--- config.mk ---
export PLATFORM = sky130hd
export DESIGN_NAME = gearbox_64_48_flat
export DESIGN_NICKNAME = d
export VERILOG_FILES = /design/src/rtl/pcs25g_gearbox_pkg.sv /design/src/rtl/gearbox_64_48_if.sv /design/src/rtl/gearbox_64_48.sv /design/src/flat_wrapper.sv
export SDC_FILE = /design/constraint.sdc
export NUM_CORES = 1
export LEC_CHECK = 0
export CELL_PAD_IN_SITES_DETAIL_PLACEMENT = 0
export CELL_PAD_IN_SITES_GLOBAL_PLACEMENT = 1
export CORE_MARGIN = 2
export CORE_UTILIZATION = 42
export CTS_CLUSTER_DIAMETER = 80
export DETAILED_ROUTE_END_ITERATION = 7
export PLACE_DENSITY = 0.88
export SYNTH_ARGS = -nofsm -noshare
export SYNTH_HDL_FRONTEND = slang
export SYNTH_SLANG_ARGS = --single-unit
--- constraint.sdc ---
create_clock -name clk -period 4.18 [get_ports clk]
set_input_delay 0.418 -clock clk [delete_from_list [all_inputs] [get_ports clk]]
set_output_delay 0.418 -clock clk [all_outputs]
set_load 0.005 [all_outputs]
--- src/rtl/pcs25g_gearbox_pkg.sv ---
`default_nettype none
// ============================================================================
// Module   : pcs25g_gearbox_pkg
// Brief    : Lane geometry shared by the pcs25g 64<->48 gearboxes.
// Revision : 1.0  initial release
// ============================================================================
package pcs25g_gearbox_pkg;
   localparam int LANE_W    = 16;
   localparam int IN_LANES  = 4;
   localparam int OUT_LANES = 3;
   localparam int BUF_LANES = 8;
   localparam int CNT_W     = 4;

   localparam int IN_W  = LANE_W * IN_LANES;
   localparam int OUT_W = LANE_W * OUT_LANES;
   localparam int BUF_W = LANE_W * BUF_LANES;

   typedef logic [CNT_W-1:0]  cnt_t;
   typedef logic [LANE_W-1:0] lane_t;
endpackage
`default_nettype wire

--- src/rtl/gearbox_64_48_if.sv ---
`default_nettype none
// ============================================================================
// Module   : gearbox_64_48_if
// Brief    : Upstream 64-bit and downstream 48-bit handshake bundle.
// Revision : 1.0  initial release
// ============================================================================
interface gearbox_64_48_if;
   import pcs25g_gearbox_pkg::*;

   logic [IN_W-1:0]  in_data;
   logic             in_datavalid;
   logic             out_idle;
   logic [OUT_W-1:0] out_data;
   logic             out_datavalid;
   logic             in_idle;

   modport master (
      output in_data, in_datavalid, in_idle,
      input  out_idle, out_data, out_datavalid
   );

   modport slave (
      input  in_data, in_datavalid, in_idle,
      output out_idle, out_data, out_datavalid
   );
endinterface
`default_nettype wire

--- src/rtl/gearbox_64_48.sv ---
`default_nettype none
// ============================================================================
// Module   : gearbox_64_48
// Brief    : 64-bit to 48-bit lane gearbox, 8-lane buffer, two-way flow control.
//            GEARBOX_64_48_ASSERT_EN enables fatal protocol checks.
// Revision : 1.0  initial release
// ============================================================================
module gearbox_64_48
   import pcs25g_gearbox_pkg::*;
(
   input  logic            clk,
   input  logic            reset_n,
   input  logic            in_enable,
   output logic            empty_save,
   gearbox_64_48_if.slave  bus
);

   cnt_t             cnt_q, cnt_d;
   cnt_t             wr_lane;
   logic [BUF_W-1:0] buf_q, buf_d, base;
   logic             fire, acc;

   // Readiness comes from the registered count only, never from this cycle's output.
   assign bus.out_idle      = (cnt_q <= cnt_t'(IN_LANES));
   assign fire              = in_enable & bus.in_idle & (cnt_q >= cnt_t'(OUT_LANES));
   assign acc               = in_enable & bus.in_datavalid & bus.out_idle;
   assign bus.out_datavalid = fire;
   assign bus.out_data      = buf_q[OUT_W-1:0];
   assign empty_save        = (cnt_q == 4'd0) | (cnt_q == 4'd3) | (cnt_q == 4'd6);

   always_comb begin
      base    = fire ? (buf_q >> OUT_W) : buf_q;
      wr_lane = fire ? (cnt_q - cnt_t'(OUT_LANES)) : cnt_q;
      buf_d   = base;
      if (acc) begin
         case (wr_lane)
            4'd0:    buf_d[LANE_W*0 +: IN_W] = bus.in_data;
            4'd1:    buf_d[LANE_W*1 +: IN_W] = bus.in_data;
            4'd2:    buf_d[LANE_W*2 +: IN_W] = bus.in_data;
            4'd3:    buf_d[LANE_W*3 +: IN_W] = bus.in_data;
            4'd4:    buf_d[LANE_W*4 +: IN_W] = bus.in_data;
            default: buf_d = base;
         endcase
      end
      cnt_d = cnt_q + (acc  ? cnt_t'(IN_LANES)  : '0)
                    - (fire ? cnt_t'(OUT_LANES) : '0);
   end

   always_ff @(posedge clk) begin
      if (!reset_n) begin
         cnt_q <= '0;
         buf_q <= '0;
      end else begin
         cnt_q <= cnt_d;
         buf_q <= buf_d;
      end
   end

`ifdef GEARBOX_64_48_ASSERT_EN
   always_ff @(posedge clk) begin
      if (reset_n) begin
         assert (!bus.in_datavalid | bus.out_idle)
            else $fatal(1, "gearbox_64_48: in_datavalid while out_idle low");
         assert (!bus.out_datavalid | bus.in_idle)
            else $fatal(1, "gearbox_64_48: out_datavalid while in_idle low");
         assert (cnt_q <= cnt_t'(BUF_LANES))
            else $fatal(1, "gearbox_64_48: lane count above buffer depth");
      end
   end
`else
   // Checks compiled out; a word offered while not ready is simply not accepted.
`endif

endmodule
`default_nettype wire

--- src/flat_wrapper.sv ---
// flat-port wrapper written by rule: the top's interface ports become plain ports
module gearbox_64_48_flat import pcs25g_gearbox_pkg::*;
  (clk, reset_n, in_enable, empty_save, bus_in_data, bus_in_datavalid, bus_in_idle, bus_out_idle, bus_out_data, bus_out_datavalid);
  gearbox_64_48_if bus_i ();
  input  logic clk;
  input  logic reset_n;
  input  logic in_enable;
  output logic empty_save;
  input wire logic [$bits(bus_i.in_data)-1:0] bus_in_data;
  input wire logic [$bits(bus_i.in_datavalid)-1:0] bus_in_datavalid;
  input wire logic [$bits(bus_i.in_idle)-1:0] bus_in_idle;
  output wire logic [$bits(bus_i.out_idle)-1:0] bus_out_idle;
  output wire logic [$bits(bus_i.out_data)-1:0] bus_out_data;
  output wire logic [$bits(bus_i.out_datavalid)-1:0] bus_out_datavalid;
  assign bus_i.in_data = bus_in_data;
  assign bus_i.in_datavalid = bus_in_datavalid;
  assign bus_i.in_idle = bus_in_idle;
  assign bus_out_idle = bus_i.out_idle;
  assign bus_out_data = bus_i.out_data;
  assign bus_out_datavalid = bus_i.out_datavalid;
  gearbox_64_48 u_core (.clk(clk), .reset_n(reset_n), .in_enable(in_enable), .empty_save(empty_save), .bus(bus_i));
endmodule
==> reports/summary.txt <==
outcome -> finished, violations left
failing checks -> design-rule violations
Worst Path Class, Setup -> reg -> reg
Sink Count -> 132
TNS Setup -> 0 ps
post-synthesis adder-cell area fraction -> 1.107%
Pins Over Slew Limit -> 0
clock-pin transition on the worst setup and hold timing paths -> 60 ps
Synth Net Count -> 1,094
CP startpoint -> u_core.cnt_q[1]$_SDFF_PN0_
largest family of logic cells by synthesized area -> compound AO/OA/AOI/OAI gates
Post-DP HPWL -> 21.67 mm
WP data required -> 4510 ps
Root Driver -> clkbuf_16
critical path cell sequence -> ha_1 > o311ai_4 > buf_12 > mux2_4 > a21boi_2 > a22oi_1 > a221oi_1
number of CTS-inserted buffers -> 17
share of post-route cells with drive strength above 1 -> 10.14%
CTS tree -> done
hold buffer count at CTS -> 0
Final Core Density -> 50.17%
RSZ-0062 raised after global routing -> no
Worst-Skew Late Latency -> 430 ps
gr ovfl total -> 0
peak supply drop -> 0.2590 mV
WL/cell -> 25.10 um
PD cells -> 543.4 nW/um^2
Achievable Freq -> 284.8 MHz
CP Capture Type -> register
Post-route DRC -> 2
period utilisation layout -> 84.01%
FFs w/ async S/R, synth -> 0%
cts repair resizes -> 0
hold_sp -> u_core.buf_q[125]$_SDFF_PN0_
Slew HR -> 30.99%
DIE HEIGHT -> 147.0 um
Layout Skew -> 7.981 ps
clock buffer depth -> 2
Post-synth top cells -> dfxtp_1, nand2_1, nor2_1
post-synth top area cell -> dfxtp_1
Final min period -> 3512 ps
initial antenna violation count -> 1
P&R area growth vs syn -> 17.82%
xor-xnor portion of the synthesized cell area -> 0.2040%
# setup viols final -> 0
Avg Inst Size Synth -> 8.436 sq um
register area share after synthesis -> 30.77%
Main synth FF type -> dfxtp_1
mux share of post-synthesis cell area -> 9.834%
Leak -> 3.728 nW
ANT nets after route -> 0
Post-CTS Setup Bufs -> 0
area of the core -> 20,170 sq um
area fraction in compound gates after synthesis -> 31.37%
Max-Cap Viols -> 0
full die area -> 21,610 sq um
R2R Path Start -> u_core.cnt_q[1]$_SDFF_PN0_
die width -> 147.0 um
Synth Register Bits -> 132
Worst Path Buf+Inv -> 1
Pre-antenna DRT Iters -> 8
Crit-path slowest cell -> a21boi_2
starting density of the core -> 42.58%
H-tree depth -> 4
first-pass GRT wire length -> 50.07 mm
Syn Inst Count -> 1,018
worst path arrival time -> 3840 ps
EDFF count, synth -> 0
Hold Path Class -> reg -> reg
GRT Total Usage -> 30.04%
Area contributors post-synth -> dfxtp_1, mux2i_1, buf_4
synthesized area -> 8588 sq um
drt initial violations -> 1,619
I/O pin count -> 120
port bufs -> 119
count leader, synth -> dfxtp_1
top cell type's share of synthesized area -> 30.77%
CP startpoint kind -> register
largest net degree at the start of global routing -> 74
number of global-route vias before repair -> 8,358
Synth warnings -> 0
Unique masters post-synth -> 62
Critical Path Max Stage Delay -> 750 ps
Nets -> 1,108
Post-Synth Simple-Gate Area -> 16.11%
delay-heaviest family, CP -> compound AO/OA/AOI/OAI gates
final wirelength -> 33.03 mm
vias per inst -> 6.682
routed via count -> 8,794
Worst-Margin Slew -> 1035 ps
gpl congestion -> 0.9476
num rows -> 52
Fin. Hold Viols -> 0
crit-path max FO -> 73
-- cells in the final DEF, fill, tap and decap left out, types with 17 or more instances in the layout --
| master | count |
|---|---|
| a21oi_1 | 74 |
| a221oi_1 | 32 |
| a222oi_1 | 24 |
| a311oi_1 | 28 |
| a32oi_1 | 27 |
| buf_4 | 27 |
| clkbuf_16 | 17 |
| clkdlybuf4s50_1 | 119 |
| dfxtp_1 | 131 |
| mux2i_1 | 67 |
| nand2_1 | 100 |
| nand3_1 | 18 |
| nor2_1 | 85 |
| nor3_1 | 42 |
| o21ai_0 | 27 |
| o31a_1 | 17 |
-- where the power goes --
part / total [mW] / internal [mW] / leakage [nW] / switching, mW
sequential: 1.59 / 1.44 / 1.07 / 0.148
combinational: 2.32 / 0.934 / 2.36 / 1.39
clock: 1.59 / 0.964 / 0.299 / 0.625
-- flip-flops by register name, indices dropped and copies added (netlist names) --
| signal | flops |
|---|---|
| u_core.cnt_q | 4 |
| u_core.buf_q | 128 |
-- path summary, 6_finish.rpt --
kind,end,slack [ps],cells after the start
worst min-delay path,u_core.buf_q[125]$_SDFF_PN0_,470,2
worst max register to register,u_core.buf_q[61]$_SDFF_PN0_,670,7
worst min register to register,u_core.buf_q[125]$_SDFF_PN0_,470,2
worst max-delay path,u_core.buf_q[61]$_SDFF_PN0_,670,7
-- per-stage QoR --
stage,hold WS (ps),cell area [sq um],total power [mW],instances,setup slack (ps)
after global placement,448.0,9500,3.848,1283,822.4
final,465.5,10120,5.499,1316,668.2
after detailed placement,448.3,9500,3.870,1283,759.7
after global routing,482.6,10120,5.742,1315,510.7
after CTS,468.3,10120,5.454,1315,750.0
after floorplan,433.0,8588,3.213,1018,920.9
-- area by class of cell --
class | count | area, sq um
Clock buffer | 19 | 442.9
Multi-Input combinational cell | 725 | 5055
Fill cell | 1951 | 10050
Tap cell | 270 | 337.8
Inverter | 8 | 30.03
Antenna cell | 1 | 2.502
Sequential cell | 132 | 2644
Timing Repair Buffer | 148 | 1434
Clock inverter | 13 | 172.7
-- worst reg2reg max path, stage by stage (launching register included) --
cell and delay, ps:
dfxtp_2 470, ha_1 330, o311ai_4 330, buf_12 390, mux2_4 560, a21boi_2 770, a22oi_1 220, a221oi_1 330
-- cells by family (layout without fill, tap and decap cells) --
| family | after synthesis | in the layout |
|---|---|---|
| simple gates | 297 | 297 |
| mux | 82 | 82 |
| flops | 132 | 132 |
| xor+xnor | 2 | 2 |
| other cells | 0 | 1 |
| compound gates | 337 | 337 |
| buf+inv | 161 | 188 |
| fa+ha+maj | 7 | 7 |
-- per-layer routing --
layer	part of all wire (%)	global-route usage, %
met4	4.7	13.94
met1	39	41.13
met3	13	8.882
met2	43	43.50
met5	0	0
Power figures use the tool's default switching activity.
